$ cat config.mk
export PLATFORM = sky130hd
export DESIGN_NAME = video_dma_read_ctl
export DESIGN_NICKNAME = d
export VERILOG_FILES = /design/src/rtl/video_dma_read_ctl_pkg.sv /design/src/rtl/video_dma_ar_gen.sv /design/src/rtl/video_dma_read_ctl.sv
export SDC_FILE = /design/constraint.sdc
export NUM_CORES = 1
export LEC_CHECK = 0
export ABC_AREA = 1
export ABC_CLOCK_PERIOD_IN_PS = 2800
export BUFFER_PORTS_ARGS = -buffer_cell sky130_fd_sc_hd__buf_2
export CORE_ASPECT_RATIO = 0.6
export CORE_UTILIZATION = 45
export DETAILED_ROUTE_END_ITERATION = 12
export GPL_ROUTABILITY_DRIVEN = 0
export GPL_TIMING_DRIVEN = 0
export PLACE_DENSITY = 0.69
export SYNTH_ARGS = -nofsm -noshare
export SYNTH_HDL_FRONTEND = slang
export SYNTH_SLANG_ARGS = --single-unit
$ cat constraint.sdc
create_clock -name clk -period 2.8 [get_ports clk]
set_input_delay 0.14 -clock clk [delete_from_list [all_inputs] [get_ports clk]]
set_output_delay 0.14 -clock clk [all_outputs]
set_load 0.005 [all_outputs]
$ cat src/rtl/video_dma_read_ctl_pkg.sv
// rtl/video_dma_read_ctl_pkg.sv - shared encodings for the video DMA read controller
// Contents: FSM state type, AXI INCR burst code, AXI OKAY response code.
package video_dma_read_ctl_pkg;

    typedef enum logic [1:0] {
        ST_IDLE  = 2'd0,
        ST_ISSUE = 2'd1,
        ST_DRAIN = 2'd2
    } state_t;

    localparam logic [1:0] AXI_BURST_INCR = 2'b01;
    localparam logic [1:0] AXI_RESP_OKAY  = 2'b00;

endpackage

$ cat src/rtl/video_dma_ar_gen.sv
// rtl/video_dma_ar_gen.sv - splits a frame into per-line AXI read bursts
// Ports: load (start of frame, takes base_addr), stride/width/height (latched frame
// geometry), issue_en/can_issue (FSM and outstanding gating), AR channel outputs
// araddr/arlen/arburst/arvalid with arready, last_hs (handshake of the final burst).
module video_dma_ar_gen
    import video_dma_read_ctl_pkg::*;
#(
    parameter int AXI4_ADDR_WIDTH = 32,
    parameter int AXI4_DATA_SIZE  = 2,
    parameter int AXI4_LEN_WIDTH  = 8,
    parameter int MAX_BURST       = 16,
    parameter int H_WIDTH         = 14,
    parameter int V_WIDTH         = 14
) (
    input  logic                       clk,
    input  logic                       reset,
    input  logic                       load,
    input  logic [AXI4_ADDR_WIDTH-1:0] base_addr,
    input  logic [AXI4_ADDR_WIDTH-1:0] stride,
    input  logic [H_WIDTH-1:0]         width,
    input  logic [V_WIDTH-1:0]         height,
    input  logic                       issue_en,
    input  logic                       can_issue,
    input  logic                       arready,
    output logic [AXI4_ADDR_WIDTH-1:0] araddr,
    output logic [AXI4_LEN_WIDTH-1:0]  arlen,
    output logic [1:0]                 arburst,
    output logic                       arvalid,
    output logic                       last_hs
);

    localparam logic [H_WIDTH:0] BURST_MAX = (H_WIDTH+1)'(MAX_BURST);

    logic [AXI4_ADDR_WIDTH-1:0] line_base;
    logic [H_WIDTH-1:0]         beats_issued;
    logic [V_WIDTH-1:0]         lines_issued;
    logic [H_WIDTH-1:0]         cur_beats;
    logic                       cur_line_end;
    logic                       cur_last;
    logic [H_WIDTH:0]           remaining;
    logic [H_WIDTH:0]           burst_beats;
    logic                       line_done;

    // One extra bit keeps the remaining-beats arithmetic free of wrap.
    assign remaining   = {1'b0, width} - {1'b0, beats_issued};
    assign line_done   = remaining <= BURST_MAX;
    assign burst_beats = line_done ? remaining : BURST_MAX;
    assign last_hs     = arvalid && arready && cur_last;
    assign arburst     = AXI_BURST_INCR;

    // AR fields are only rewritten while arvalid is low, so they stay stable
    // for as long as the slave stalls.
    always_ff @(posedge clk) begin
        if (reset) begin
            line_base    <= '0;
            beats_issued <= '0;
            lines_issued <= '0;
            cur_beats    <= '0;
            cur_line_end <= 1'b0;
            cur_last     <= 1'b0;
            araddr       <= '0;
            arlen        <= '0;
            arvalid      <= 1'b0;
        end else if (load) begin
            line_base    <= base_addr;
            beats_issued <= '0;
            lines_issued <= '0;
            arvalid      <= 1'b0;
        end else if (arvalid) begin
            if (arready) begin
                arvalid <= 1'b0;
                if (cur_line_end) begin
                    beats_issued <= '0;
                    line_base    <= line_base + stride;
                    lines_issued <= lines_issued + V_WIDTH'(1);
                end else begin
                    beats_issued <= beats_issued + cur_beats;
                end
            end
        end else if (issue_en && can_issue) begin
            arvalid      <= 1'b1;
            araddr       <= line_base + (AXI4_ADDR_WIDTH'(beats_issued) << AXI4_DATA_SIZE);
            arlen        <= AXI4_LEN_WIDTH'(burst_beats - (H_WIDTH+1)'(1));
            cur_beats    <= burst_beats[H_WIDTH-1:0];
            cur_line_end <= line_done;
            cur_last     <= line_done && (lines_issued == height - V_WIDTH'(1));
        end
    end

endmodule

$ cat src/rtl/video_dma_read_ctl.sv
// rtl/video_dma_read_ctl.sv - frame-based AXI4 read DMA producing a pixel stream
// Ports: clk/reset; ctl_enable/ctl_busy/ctl_error control; param_* frame geometry;
// m_axi4_ar*/m_axi4_r* AXI4 read master; m_data/m_frame_start/m_line_end/m_valid/m_ready stream.
module video_dma_read_ctl
    import video_dma_read_ctl_pkg::*;
#(
    parameter int AXI4_ID_WIDTH   = 6,
    parameter int AXI4_ADDR_WIDTH = 32,
    parameter int AXI4_DATA_SIZE  = 2,
    parameter int AXI4_LEN_WIDTH  = 8,
    parameter int MAX_BURST       = 16,
    parameter int MAX_OUTSTANDING = 4,
    parameter int H_WIDTH         = 14,
    parameter int V_WIDTH         = 14
) (
    input  logic                          clk,
    input  logic                          reset,
    input  logic                          ctl_enable,
    output logic                          ctl_busy,
    output logic                          ctl_error,
    input  logic [AXI4_ADDR_WIDTH-1:0]    param_addr,
    input  logic [AXI4_ADDR_WIDTH-1:0]    param_stride,
    input  logic [H_WIDTH-1:0]            param_width,
    input  logic [V_WIDTH-1:0]            param_height,
    output logic [AXI4_ID_WIDTH-1:0]      m_axi4_arid,
    output logic [AXI4_ADDR_WIDTH-1:0]    m_axi4_araddr,
    output logic [AXI4_LEN_WIDTH-1:0]     m_axi4_arlen,
    output logic [2:0]                    m_axi4_arsize,
    output logic [1:0]                    m_axi4_arburst,
    output logic                          m_axi4_arvalid,
    input  logic                          m_axi4_arready,
    input  logic [AXI4_ID_WIDTH-1:0]      m_axi4_rid,
    input  logic [(8<<AXI4_DATA_SIZE)-1:0] m_axi4_rdata,
    input  logic [1:0]                    m_axi4_rresp,
    input  logic                          m_axi4_rlast,
    input  logic                          m_axi4_rvalid,
    output logic                          m_axi4_rready,
    output logic [(8<<AXI4_DATA_SIZE)-1:0] m_data,
    output logic                          m_frame_start,
    output logic                          m_line_end,
    output logic                          m_valid,
    input  logic                          m_ready
);

    localparam int OUT_WIDTH = $clog2(MAX_OUTSTANDING + 1);

    state_t                     state;
    logic [AXI4_ADDR_WIDTH-1:0] stride_q;
    logic [H_WIDTH-1:0]         width_q;
    logic [V_WIDTH-1:0]         height_q;
    logic [H_WIDTH-1:0]         x;
    logic [V_WIDTH-1:0]         y;
    logic [OUT_WIDTH-1:0]       outstanding;
    logic                       load;
    logic                       frame_empty;
    logic                       issue_en;
    logic                       can_issue;
    logic                       ar_hs;
    logic                       ar_last_hs;
    logic                       r_hs;
    logic                       r_last_hs;
    logic                       drain_done;
    logic                       x_last;
    logic                       y_last;
    logic                       unused_rid;

    assign unused_rid = ^m_axi4_rid;

    assign m_data        = m_axi4_rdata;
    assign m_valid       = m_axi4_rvalid;
    assign m_axi4_rready = m_ready;
    assign m_axi4_arid   = '0;
    assign m_axi4_arsize = 3'(AXI4_DATA_SIZE);

    assign r_hs       = m_axi4_rvalid && m_ready;
    assign r_last_hs  = r_hs && m_axi4_rlast;
    assign ar_hs      = m_axi4_arvalid && m_axi4_arready;

    assign x_last        = x == width_q - H_WIDTH'(1);
    assign y_last        = y == height_q - V_WIDTH'(1);
    assign m_frame_start = (x == '0) && (y == '0);
    assign m_line_end    = x_last;

    assign frame_empty = (width_q == '0) || (height_q == '0);
    assign issue_en    = (state == ST_ISSUE) && !frame_empty;
    assign can_issue   = outstanding < OUT_WIDTH'(MAX_OUTSTANDING);
    // With no bursts outstanding every RLAST has been passed on; x/y back at the
    // origin confirms the stream side consumed the whole frame.
    assign drain_done  = (state == ST_DRAIN) && (outstanding == '0) && (x == '0) && (y == '0);
    assign load        = ctl_enable && ((state == ST_IDLE) || drain_done);

    video_dma_ar_gen #(
        .AXI4_ADDR_WIDTH (AXI4_ADDR_WIDTH),
        .AXI4_DATA_SIZE  (AXI4_DATA_SIZE),
        .AXI4_LEN_WIDTH  (AXI4_LEN_WIDTH),
        .MAX_BURST       (MAX_BURST),
        .H_WIDTH         (H_WIDTH),
        .V_WIDTH         (V_WIDTH)
    ) u_ar_gen (
        .clk       (clk),
        .reset     (reset),
        .load      (load),
        .base_addr (param_addr),
        .stride    (stride_q),
        .width     (width_q),
        .height    (height_q),
        .issue_en  (issue_en),
        .can_issue (can_issue),
        .arready   (m_axi4_arready),
        .araddr    (m_axi4_araddr),
        .arlen     (m_axi4_arlen),
        .arburst   (m_axi4_arburst),
        .arvalid   (m_axi4_arvalid),
        .last_hs   (ar_last_hs)
    );

    always_ff @(posedge clk) begin
        if (reset) begin
            state     <= ST_IDLE;
            ctl_busy  <= 1'b0;
            ctl_error <= 1'b0;
            stride_q  <= '0;
            width_q   <= '0;
            height_q  <= '0;
        end else begin
            if (r_hs && (m_axi4_rresp != AXI_RESP_OKAY)) begin
                ctl_error <= 1'b1;
            end
            if (load) begin
                stride_q  <= param_stride;
                width_q   <= param_width;
                height_q  <= param_height;
                ctl_error <= 1'b0;
            end
            case (state)
                ST_IDLE: begin
                    if (load) begin
                        state    <= ST_ISSUE;
                        ctl_busy <= 1'b1;
                    end
                end
                ST_ISSUE: begin
                    if (frame_empty || ar_last_hs) begin
                        state <= ST_DRAIN;
                    end
                end
                ST_DRAIN: begin
                    if (drain_done) begin
                        if (load) begin
                            state <= ST_ISSUE;
                        end else begin
                            state    <= ST_IDLE;
                            ctl_busy <= 1'b0;
                        end
                    end
                end
                default: begin
                    state    <= ST_IDLE;
                    ctl_busy <= 1'b0;
                end
            endcase
        end
    end

    always_ff @(posedge clk) begin
        if (reset) begin
            outstanding <= '0;
        end else begin
            case ({ar_hs, r_last_hs})
                2'b10:   outstanding <= outstanding + OUT_WIDTH'(1);
                2'b01:   outstanding <= outstanding - OUT_WIDTH'(1);
                default: outstanding <= outstanding;
            endcase
        end
    end

    always_ff @(posedge clk) begin
        if (reset) begin
            x <= '0;
            y <= '0;
        end else if (r_hs) begin
            if (x_last) begin
                x <= '0;
                y <= y_last ? '0 : y + V_WIDTH'(1);
            end else begin
                x <= x + H_WIDTH'(1);
            end
        end
    end

endmodule

==> impl_metrics.yaml, run 1 <==
status:
  outcome: "finished, violations left"
  violations: "negative setup slack"
global_route:
  grt_max_degree: 16
  gr-total-overflow: 0
  grt_usage_pct: 30.5
  first_global_vias: 14800
  grt_pass1_wl_mm: 80.1
  antenna_found_initial: 1
die:
  start_util_pct: 46.6
  pin_count: 229
  core_region_area_mm2: 0.0317
  dieArea_mm2: 0.0336
  fp.dieH_um: 142
  row_count: 50
  die_w_um: 236
clock_tree:
  clockRootBuffer: "clkbuf_16"
  cts.path.max_buffers: 3
  clock_sinks: 212
  clk_pin_slew_ns: 0.06
  cts_tree: "done"
  cts_max_level: 1
  cts-buffers-inserted: 24
  clk_latency_ns: 0.56
critical_path:
  slowest_stage: "fa_2"
  reg2reg_depth: 18
  cp-start-kind: "flip-flop"
  crit_top_cell: "nand2_1"
  worstPathArrival_ns: 3.42
  critical_path_peak_fanout: 4
  crit_required_ns: 3.31
  critical_path_class: "reg -> reg"
  crit_path_max_incr_delay_ns: 0.47
  path_buf_inv: 3
  ff2ff_setup_slack_ns: -0.12
  end_kind: "flip-flop"
  worstReg2RegEnd: "u_ar_gen.arlen[2]"
  r2r-start: "width_q[0]"
  critical_path.top_delay_family: "simple AND/OR/NAND/NOR gates"
  path_cells: "inv_6 > ha_4 > inv_4 > fa_2 > or2_4 > nor2_4 > nand3_2 > nand2_1 > nand2_1 > nor2_2 > nand3_1 > nor2_2 > nand4_1 > ha_2 > or2_1 > nand3_2 > nand2_1 > inv_1"
synth:
  synth_edf_count: 0
  netlist_instances: 2301
  synth.distinct_cells: 53
  synth_area_mm2: 0.0148
  syn_area_per_cell_um2: 6.43
  yosysWarnings: 0
  synth-async-reset-ratio_pct: 0
  synth_seq_cells: 212
  ys.flop_type: "dfxtp_1"
  yosysSeqAreaShare_pct: 28.7
placed_design:
  placed_area_mm2: 0.0162
  hpwl_mm: 41.3
  portBuffers: 178
  dp_worst_setup_slack_ns: -0.608
route:
  drtPass1Iterations: 6
  drcViolationCount: 0
  avgViaCountPerCell: 5.50
  drt_iter0_drc: 2155
  wl_mm: 53.3
  ant_nets: 0
  vias: 16800
  wl_per_cell_um: 17.5
timing:
  tightest_slew_ns: 0.843
  final_hold_viol_count: 0
  slew_violations: 0
  min_period_over_period_pct: 104
  slew_headroom_pct: 43.8
  fmax_ghz: 0.343
  clock-skew-final_ns: 0.0308
  fin_crit_ns: 2.92
  setup_ws_ns: -0.116
  finalSetupViolCount: 5
  rsz0062_at_grt: "true"
min_path:
  worstHoldPathType: "in -> reg"
  min_from: "param_addr[26]"
  min_to: "u_ar_gen.line_base[26]"
  holdPathStages: 5
finish:
  nNetsFinal: 2846
  multi_input_area_mm2: 0.00902
  antenna_cells: 0
  area_growth_pct: 23.8
  final_area_mm2: 0.0183
  ff_latch_area_mm2: 0.00426
  drive_gt1_share_pct: 16.0
  fill_cells: 3053
pwr:
  p_int_mw: 6.58
  p_seq_share_pct: 33.9
  leakagePower_nw: 8.61
  combPwrFrac_pct: 35.4
  powerDensity_mw_per_mm2: 592
  swShare_pct: 39.3
  clockPowerShare_pct: 30.7
  power_switching_mw: 4.27
  total_power_mw: 10.8
  ir_worst_vdd_mv: 0.495
job:
  maxCapViolations: 0
worst max-delay path by stage:
stage / start / end / slack [ns] / depth (start not counted)
6_report: width_q[0] / u_ar_gen.arlen[2] / -0.12 / 18
5_1_grt: width_q[0] / u_ar_gen.arlen[2] / -0.19 / 18
4_1_cts: width_q[0] / u_ar_gen.arlen[2] / -0.21 / 18
3_5_place_dp: width_q[0] / u_ar_gen.arlen[2] / -0.61 / 18
3_3_place_gp: width_q[0] / u_ar_gen.arlen[2] / -0.59 / 18
2_1_floorplan: width_q[0] / u_ar_gen.arlen[2] / 0.02 / 18
repair_timing:
action                                 4_1_cts  5_1_grt
pin swaps                                   10       18
endpoints found under the hold margin       92        0
hold buffers                                93        0
buffers inserted                             3        9
gates resized for setup                     25       72
setup endpoints to repair                   27      119
metal layers:
metal / up-vias / wire length, um / track usage (%)
li1: 8092 / - / -
met1: 7605 / 24200 / 45.3
met2: 975 / 20300 / 41.7
met3: 127 / 6930 / 7.97
met4: 0 / 1840 / 10.1
met5: - / 0 / 0
metrics by stage:
stage / utilization [%] / hold slack (ns) / TNS [ns] / cells
CTS: 57.0 / 0.00106 / -0.929 / 3043
global route: 57.7 / 0.0295 / -0.873 / 3052
detailed placement: 51.2 / 0.398 / -5.86 / 2904
global placement: 51.2 / 0.396 / -5.37 / 2904
floorplan: - / 0.289 / 0 / 2310
finish: 57.7 / 0.00938 / -0.185 / 3052
flip-flops by register name, indices dropped and copies added (netlist names):
name / count
x: 14
height_q: 14
y: 14
outstanding: 3
ctl_error: 1
u_ar_gen.beats_issued: 14
u_ar_gen.cur_line_end: 1
u_ar_gen.arvalid: 1
u_ar_gen.cur_beats: 14
u_ar_gen.line_base: 32
ctl_busy: 1
state: 2
u_ar_gen.arlen: 8
u_ar_gen.cur_last: 1
stride_q: 32
width_q: 14
u_ar_gen.lines_issued: 14
u_ar_gen.araddr: 32
synthesized netlist by cell type (all sizes together), types with 4 or more instances:
cell type,n,share of area [%]
nor3,47,1.8
inv,302,7.7
buf,75,3.4
a21boi,4,0.20
nor4,15,0.68
clkbuf,29,0.74
and2,4,0.17
xor2,60,3.6
a21o,9,0.46
nand3b,8,0.41
o221ai,9,0.53
fa,5,0.68
nand2,563,15
dfxtp,212,29
a21oi,230,8.0
o21ai,137,4.7
a31oi,15,0.63
nor2,250,6.4
o21bai,7,0.36
or2,16,0.68
xnor2,10,0.59
nand3,140,4.8
ha,83,7.0
nand4,36,1.5
o211ai,16,0.81
cells in the final DEF (no fill, tap or decap), types with 39 or more instances in the layout:
cell type / Yosys / final
o21ai_0: 133 / 123
inv_1: 294 / 290
ha_1: 83 / 80
xor2_1: 60 / 57
buf_2: 18 / 189
nand3_1: 138 / 134
dlygate4sd3_1: 0 / 93
buf_4: 48 / 61
nor2_1: 247 / 234
nor3_1: 41 / 39
dfxtp_1: 212 / 203
a21oi_1: 221 / 220
nand2_1: 546 / 539
worst register-to-register path, delay by kind of cell (launching register included):
family | cells | cell delay (ns)
AND/OR/NAND/NOR | 12 | 1.49
flip-flops | 1 | 0.37
adder cells (fa/ha/maj) | 3 | 0.86
buffers and inverters | 3 | 0.17
area by class of cell:
cell class,instances,area share [%]
Buffer,104,3.46
Clock inverter,14,0.875
Tap cell,416,2.84
Timing Repair Buffer,283,10.4
Multi-Input combinational cell,1691,49.2
Inverter,303,6.29
Clock buffer,29,3.60
Sequential cell,212,23.3
kinds of logic (layout without fill, tap and decap cells):
| family | Yosys count | in the layout | share of synthesized area, % |
|---|---|---|---|
| flops | 212 | 212 | 28.7 |
| other cells | 2 | 11 | 0.0508 |
| xor+xnor | 70 | 70 | 4.15 |
| simple gates | 1082 | 1082 | 31.2 |
| compound gates | 440 | 440 | 16.4 |
| fa+ha+maj | 88 | 88 | 7.70 |
| buf+inv | 407 | 733 | 11.8 |
power groups by stage:
| stage | combinational (mW) | clock [mW] | sequential [mW] |
|---|---|---|---|
| after floorplan | 2.41 | 0 | 3.61 |
| after global routing | 4.22 | 3.48 | 3.70 |
| after detailed placement | 3.47 | 0 | 3.73 |
| after global placement | 3.39 | 0 | 3.72 |
| final | 3.84 | 3.33 | 3.68 |
| after CTS | 3.63 | 3.35 | 3.67 |
Note: power is estimated with default switching activity, not from simulation.
==> inputs of run 2 (changes only) <==
--- a/config.mk
+++ b/config.mk
@@ -7,13 +7,13 @@
 export LEC_CHECK = 0
 export ABC_AREA = 1
 export ABC_CLOCK_PERIOD_IN_PS = 2800
-export BUFFER_PORTS_ARGS = -buffer_cell sky130_fd_sc_hd__buf_2
 export CORE_ASPECT_RATIO = 0.6
 export CORE_UTILIZATION = 45
 export DETAILED_ROUTE_END_ITERATION = 12
+export DONT_BUFFER_PORTS = 1
 export GPL_ROUTABILITY_DRIVEN = 0
 export GPL_TIMING_DRIVEN = 0
-export PLACE_DENSITY = 0.69
+export PLACE_DENSITY = 0.63
 export SYNTH_ARGS = -nofsm -noshare
 export SYNTH_HDL_FRONTEND = slang
 export SYNTH_SLANG_ARGS = --single-unit
==> run 2 against run 1 <==
The run still ends with negative setup slack left. Cell count down 5.7%. Register-to-register slack better by 0.02 ns. Critical path depth unchanged.
==> impl_metrics.yaml, run 2 (synthesized netlist as in run 1, its figures left out) <==
critical_path:
  reg2reg_depth: 18
  slowest_stage: "fa_2"
  ff2ff_setup_slack_ns: -0.09
  startpoint: "width_q[0]"
  crit_required_ns: 3.28
  worstReg2RegEnd: "u_ar_gen.arlen[2]"
  worstPathArrival_ns: 3.37
  crit_path_max_incr_delay_ns: 0.44
  path_cells: "inv_4 > ha_4 > inv_2 > fa_2 > or2_4 > nor2_4 > nand3_2 > nand2_2 > nand2_2 > nor2_4 > nand3_2 > nor2_2 > nand4_1 > ha_4 > or2_1 > nand3_2 > nand2_1 > inv_1"
  end_kind: "flip-flop"
  r2r-start: "width_q[0]"
  critical_path_peak_fanout: 4
  endpoint: "u_ar_gen.arlen[2]"
  critical_path_class: "reg -> reg"
  crit_top_cell: "nand3_2"
  cp-start-kind: "flip-flop"
placed_design:
  portBuffers: 0
  hpwl_mm: 41.1
  dp_worst_setup_slack_ns: -0.587
  placedCellCount: 2726
timing:
  clock-skew-final_ns: 0.0205
  fin_crit_ns: 2.89
  finalSetupViolCount: 5
  tightest_slew_ns: 0.810
  slew_headroom_pct: 46.0
  slew_violations: 0
  setup_ws_ns: -0.0917
  fmax_ghz: 0.346
  final_hold_viol_count: 0
  min_period_over_period_pct: 103
  rsz0062_at_grt: "true"
global_route:
  gr-total-overflow: 0
  first_global_vias: 14100
  grt_pass1_wl_mm: 79.0
  antenna_found_initial: 0
  grt_usage_pct: 30.3
  grt_max_degree: 13
finish:
  layoutNonFillerInstCount: 2878
  nNetsFinal: 2676
  fill_cells: 3087
  reg_top3: "stride_q x32, u_ar_gen.araddr x32, u_ar_gen.line_base x32"
  final_cell_mix: "nand2_1 (536), inv_1 (286), nor2_1 (235), a21oi_1 (218), dfxtp_1 (202)"
  area_growth_pct: 18.0
  final_common_cell: "nand2_1"
  drive_gt1_share_pct: 10.3
  antenna_cells: 0
route:
  wl_mm: 52.6
  ant_nets: 0
  vias: 16000
  avgViaCountPerCell: 5.56
  wl_per_cell_um: 18.3
  drt_iter0_drc: 1977
  drcViolationCount: 0
  drtPass1Iterations: 6
clock_tree:
  clock_sinks: 212
  clk_pin_slew_ns: 0.06
  clockRootBuffer: "clkbuf_16"
  clk_latency_ns: 0.54
  cts.path.max_buffers: 3
  cts-buffers-inserted: 23
  cts_max_level: 1
  cts_tree: "done"
job:
  maxCapViolations: 0
pwr:
  total_power_mw: 10.4
  leakagePower_nw: 7.86
  powerDensity_mw_per_mm2: 594
  ir_worst_vdd_mv: 0.446
status:
  outcome: "finished, violations left"
  violations: "negative setup slack"
die:
  row_count: 50
  start_util_pct: 46.6
  pin_count: 229
  dieArea_mm2: 0.0336
  fp.dieH_um: 142
  die_w_um: 236
  core_region_area_mm2: 0.0317
min_path:
  worstHoldPathType: "in -> reg"
-- run 2: changes by cell type in the layout (fill, tap and decap cells not counted), moves of 3 or more --
| cell | delta |
|---|---|
| dlygate4sd3_1 | +4 |
| buf_4 | +8 |
| clkbuf_1 | +6 |
| nand2_1 | -3 |
| clkbuf_4 | -3 |
| o21ai_0 | +3 |
| inv_1 | -4 |
| inv_6 | -3 |
| o21ai_1 | -4 |
| nor2_2 | -3 |
| buf_2 | -179 |
| inv_2 | +4 |
-- run 2: area by class of cell --
type / count / area (um2) / share of cell area, %
clock inverters: 4 / 20.0 / 0.115
inverters: 303 / 1150 / 6.59
well taps: 416 / 520 / 2.98
plain buffers: 104 / 636 / 3.64
flip-flops and latches: 212 / 4260 / 24.4
clock buffers: 34 / 667 / 3.82
repair buffers: 114 / 1100 / 6.32
multi-input cells: 1691 / 9100 / 52.1
-- run 2: critical path: cells and delay by family, from the launching register on --
family        cells  cell delay, ns
flops             1            0.36
simple gates     12            1.49
buf+inv           3            0.15
fa+ha+maj         3            0.82
-- run 2: layer usage --
metal / up-vias / share of wire [%] / global-route usage, %
li1: 7768 / - / -
met1: 7391 / 47 / 45.6
met2: 771 / 38 / 41.0
met3: 81 / 12 / 8.69
met4: 0 / 2.8 / 7.71
met5: - / 0 / 0
-- run 2: power by group --
part | total (mW) | switching [mW] | leakage [nW] | internal, mW
Clock | 2.94 | 1.30 | 0.342 | 1.63
Sequential | 3.72 | 0.382 | 1.74 | 3.34
Combinational | 3.70 | 2.44 | 5.78 | 1.26
-- run 2: timing repair --
action | 4_1_cts | 5_1_grt
hold buffers | 97 | 0
hold endpoints to repair | 97 | 0
buffers inserted | 10 | 7
endpoints found under the setup margin | 74 | 137
pin swaps | 12 | 18
gates resized for setup | 34 | 83
-- run 2: how the worst min path moves through the flow --
stage | start | end | slack [ns] | depth (start not counted)
floorplan | param_stride[0] | stride_q[0] | 0.29 | 2
global placement | param_stride[30] | stride_q[30] | 0.29 | 2
detailed placement | param_stride[8] | stride_q[8] | 0.29 | 2
CTS | m_axi4_rvalid | x[0] | 0.006 | 4
global route | m_axi4_rvalid | x[0] | 0.06 | 4
finish | m_axi4_rvalid | x[0] | 0.02 | 4
-- run 2: stage by stage --
stage	setup TNS, ns	utilization, %	instance area (um2)	hold slack (ns)
after floorplan	0	-	14800	0.289
after global placement	-7.60	48.4	15300	0.292
after detailed placement	-9.32	48.4	15300	0.294
after CTS	-0.0565	54.1	17200	0.00577
after global routing	-0.749	55.0	17500	0.0559
final	-0.251	55.0	17500	0.0236
==> inputs of run 3 (changes only) <==
==> constraint.sdc (replaced) <==
create_clock -name clk -period 2.8 [get_ports clk]
set_input_delay 0.42 -clock clk [delete_from_list [all_inputs] [get_ports clk]]
set_output_delay 0.42 -clock clk [all_outputs]
set_load 0.005 [all_outputs]
==> run 3 against run 2 <==
The flow still finishes with violations (negative setup slack). Critical path depth is 1 lower. Critical path type unchanged. First-iteration DRC count is 5.3% lower. Routed wire length shrank 1.8%. Clock power about the same.
==> impl_metrics.yaml, run 3 (synthesized netlist as in run 1, its figures left out) <==
finish:
  drive_gt1_share_pct: 11.0
  fill_cells: 3178
  antenna_cells: 0
  final_common_cell: "nand2_1"
  final_cell_mix: "nand2_1 (533), inv_1 (285), nor2_1 (232), a21oi_1 (218), dfxtp_1 (206)"
  area_growth_pct: 12.1
  layoutNonFillerInstCount: 2780
  reg_top3: "stride_q x32, u_ar_gen.araddr x32, u_ar_gen.line_base x32"
  nNetsFinal: 2578
timing:
  finalSetupViolCount: 8
  fmax_ghz: 0.342
  tns_ns: -0.515
  final_hold_viol_count: 0
  slew_headroom_pct: 43.4
  fin_crit_ns: 2.92
  rsz0062_at_grt: "true"
  setup_ws_ns: -0.122
  slew_violations: 0
  min_period_over_period_pct: 104
  tightest_slew_ns: 0.848
  clock-skew-final_ns: 0.0208
die:
  row_count: 50
  core_region_area_mm2: 0.0317
  start_util_pct: 46.6
  die_w_um: 236
  pin_count: 229
  fp.dieH_um: 142
  dieArea_mm2: 0.0336
critical_path:
  reg2reg_depth: 17
  crit_path_max_incr_delay_ns: 0.43
  worstReg2RegEnd: "u_ar_gen.arlen[2]"
  crit_top_cell: "nand3_2"
  ff2ff_setup_slack_ns: -0.12
  r2r-start: "u_ar_gen.beats_issued[0]"
  slowest_stage: "fa_2"
  critical_path_class: "reg -> reg"
  startpoint: "u_ar_gen.beats_issued[0]"
  critical_path_peak_fanout: 4
  endpoint: "u_ar_gen.arlen[2]"
  path_cells: "ha_4 > inv_4 > fa_2 > or2_4 > nor2_4 > nand3_2 > nand2_2 > nand2_2 > nor2_4 > nand3_2 > nor2_2 > nand4_1 > ha_4 > or2_1 > nand3_2 > nand2_1 > inv_1"
  worstPathArrival_ns: 3.40
  end_kind: "flip-flop"
  crit_required_ns: 3.28
  cp-start-kind: "flip-flop"
clock_tree:
  clk_latency_ns: 0.54
  ctsHoldBuffers: 0
  cts.path.max_buffers: 3
  cts_max_level: 1
  clockRootBuffer: "clkbuf_16"
  cts-buffers-inserted: 23
  clock_sinks: 212
  cts_tree: "done"
  clk_pin_slew_ns: 0.07
min_path:
  worstHoldPathType: "in -> reg"
placed_design:
  portBuffers: 0
  hpwl_mm: 41.1
  placedCellCount: 2726
  dp_worst_setup_slack_ns: -0.587
pwr:
  total_power_mw: 10.3
  leakagePower_nw: 7.47
  powerDensity_mw_per_mm2: 621
  ir_worst_vdd_mv: 0.441
global_route:
  grt_max_degree: 13
  gr-total-overflow: 0
  grt_pass1_wl_mm: 77.6
  grt_usage_pct: 29.8
  first_global_vias: 13600
  antenna_found_initial: 0
route:
  vias: 15600
  drtPass1Iterations: 8
  drcViolationCount: 0
  wl_per_cell_um: 18.6
  ant_nets: 0
  drt_iter0_drc: 1873
  wl_mm: 51.6
  avgViaCountPerCell: 5.60
job:
  maxCapViolations: 0
status:
  outcome: "finished, violations left"
  violations: "negative setup slack"
-- run 3: cell types whose count changed in the layout (fill, tap and decap cells not counted), moves of 2 or more --
| cell | previous run | this run |
|---|---|---|
| dlygate4sd3_1 | 97 | 0 |
| dfxtp_2 | 8 | 3 |
| dfxtp_1 | 202 | 206 |
| buf_4 | 69 | 66 |
| nand2_1 | 536 | 533 |
| nand3_1 | 133 | 130 |
| nand3_4 | 0 | 3 |
| nor2_1 | 235 | 232 |
| nand2_2 | 23 | 25 |
| nor2_2 | 10 | 12 |
-- run 3: repair_timing --
| item | CTS | global route |
|---|---|---|
| pin swaps | 13 | 27 |
| setup buffers | 8 | 8 |
| endpoints found under the setup margin | 74 | 134 |
| gates resized for setup | 45 | 88 |
-- run 3: final cells by class --
type                            count  area [um2]  area share [%]
Multi-Input combinational cell   1691        9190            55.4
Sequential cell                   212        4260            25.7
Inverter                          303        1150            6.96
Clock buffer                       34         667            4.02
Buffer                            104         633            3.82
Tap cell                          416         520            3.14
Timing Repair Buffer               16         136           0.822
Clock inverter                      4        20.0           0.121
-- run 3: worst min path at each step --
stage                            from                     end  cells past startpoint  slack, ns
2_1_floorplan  u_ar_gen.cur_beats[11]  u_ar_gen.cur_beats[11]                      2       0.42
3_3_place_gp    u_ar_gen.cur_beats[8]   u_ar_gen.cur_beats[8]                      2       0.43
3_5_place_dp    u_ar_gen.cur_beats[6]   u_ar_gen.cur_beats[6]                      2       0.44
4_1_cts              param_stride[13]            stride_q[13]                      2       0.02
5_1_grt              param_stride[11]            stride_q[11]                      2       0.02
6_report             param_stride[13]            stride_q[13]                      2       0.03
-- run 3: routing by layer --
metal,track usage [%],up-vias,wire [um]
met5,0,-,0
met4,6.74,0,1320
met3,7.41,73,6340
met2,39.9,781,19400
met1,46.1,7160,24600
li1,-,7561,-
-- run 3: per-stage QoR --
stage / hold WS [ns] / utilization [%] / instance area [um2]
final: 0.0272 / 52.3 / 16600
after global placement: 0.433 / 48.4 / 15300
after global routing: 0.0225 / 52.3 / 16600
after detailed placement: 0.435 / 48.4 / 15300
after floorplan: 0.423 / - / 14800
after CTS: 0.0164 / 51.2 / 16200
-- run 3: worst max-delay path: cells and delay by family (launching register included) --
kind	cells	cell delay, ns
simple gates	12	1.53
fa+ha+maj	3	0.85
flops	1	0.38
buf+inv	2	0.09
-- run 3: where the power goes --
part / switching (mW) / internal [mW] / total, mW / leakage, nW
Clock: 1.30 / 1.63 / 2.93 / 0.342
Sequential: 0.381 / 3.34 / 3.72 / 1.74
Combinational: 2.45 / 1.19 / 3.64 / 5.39
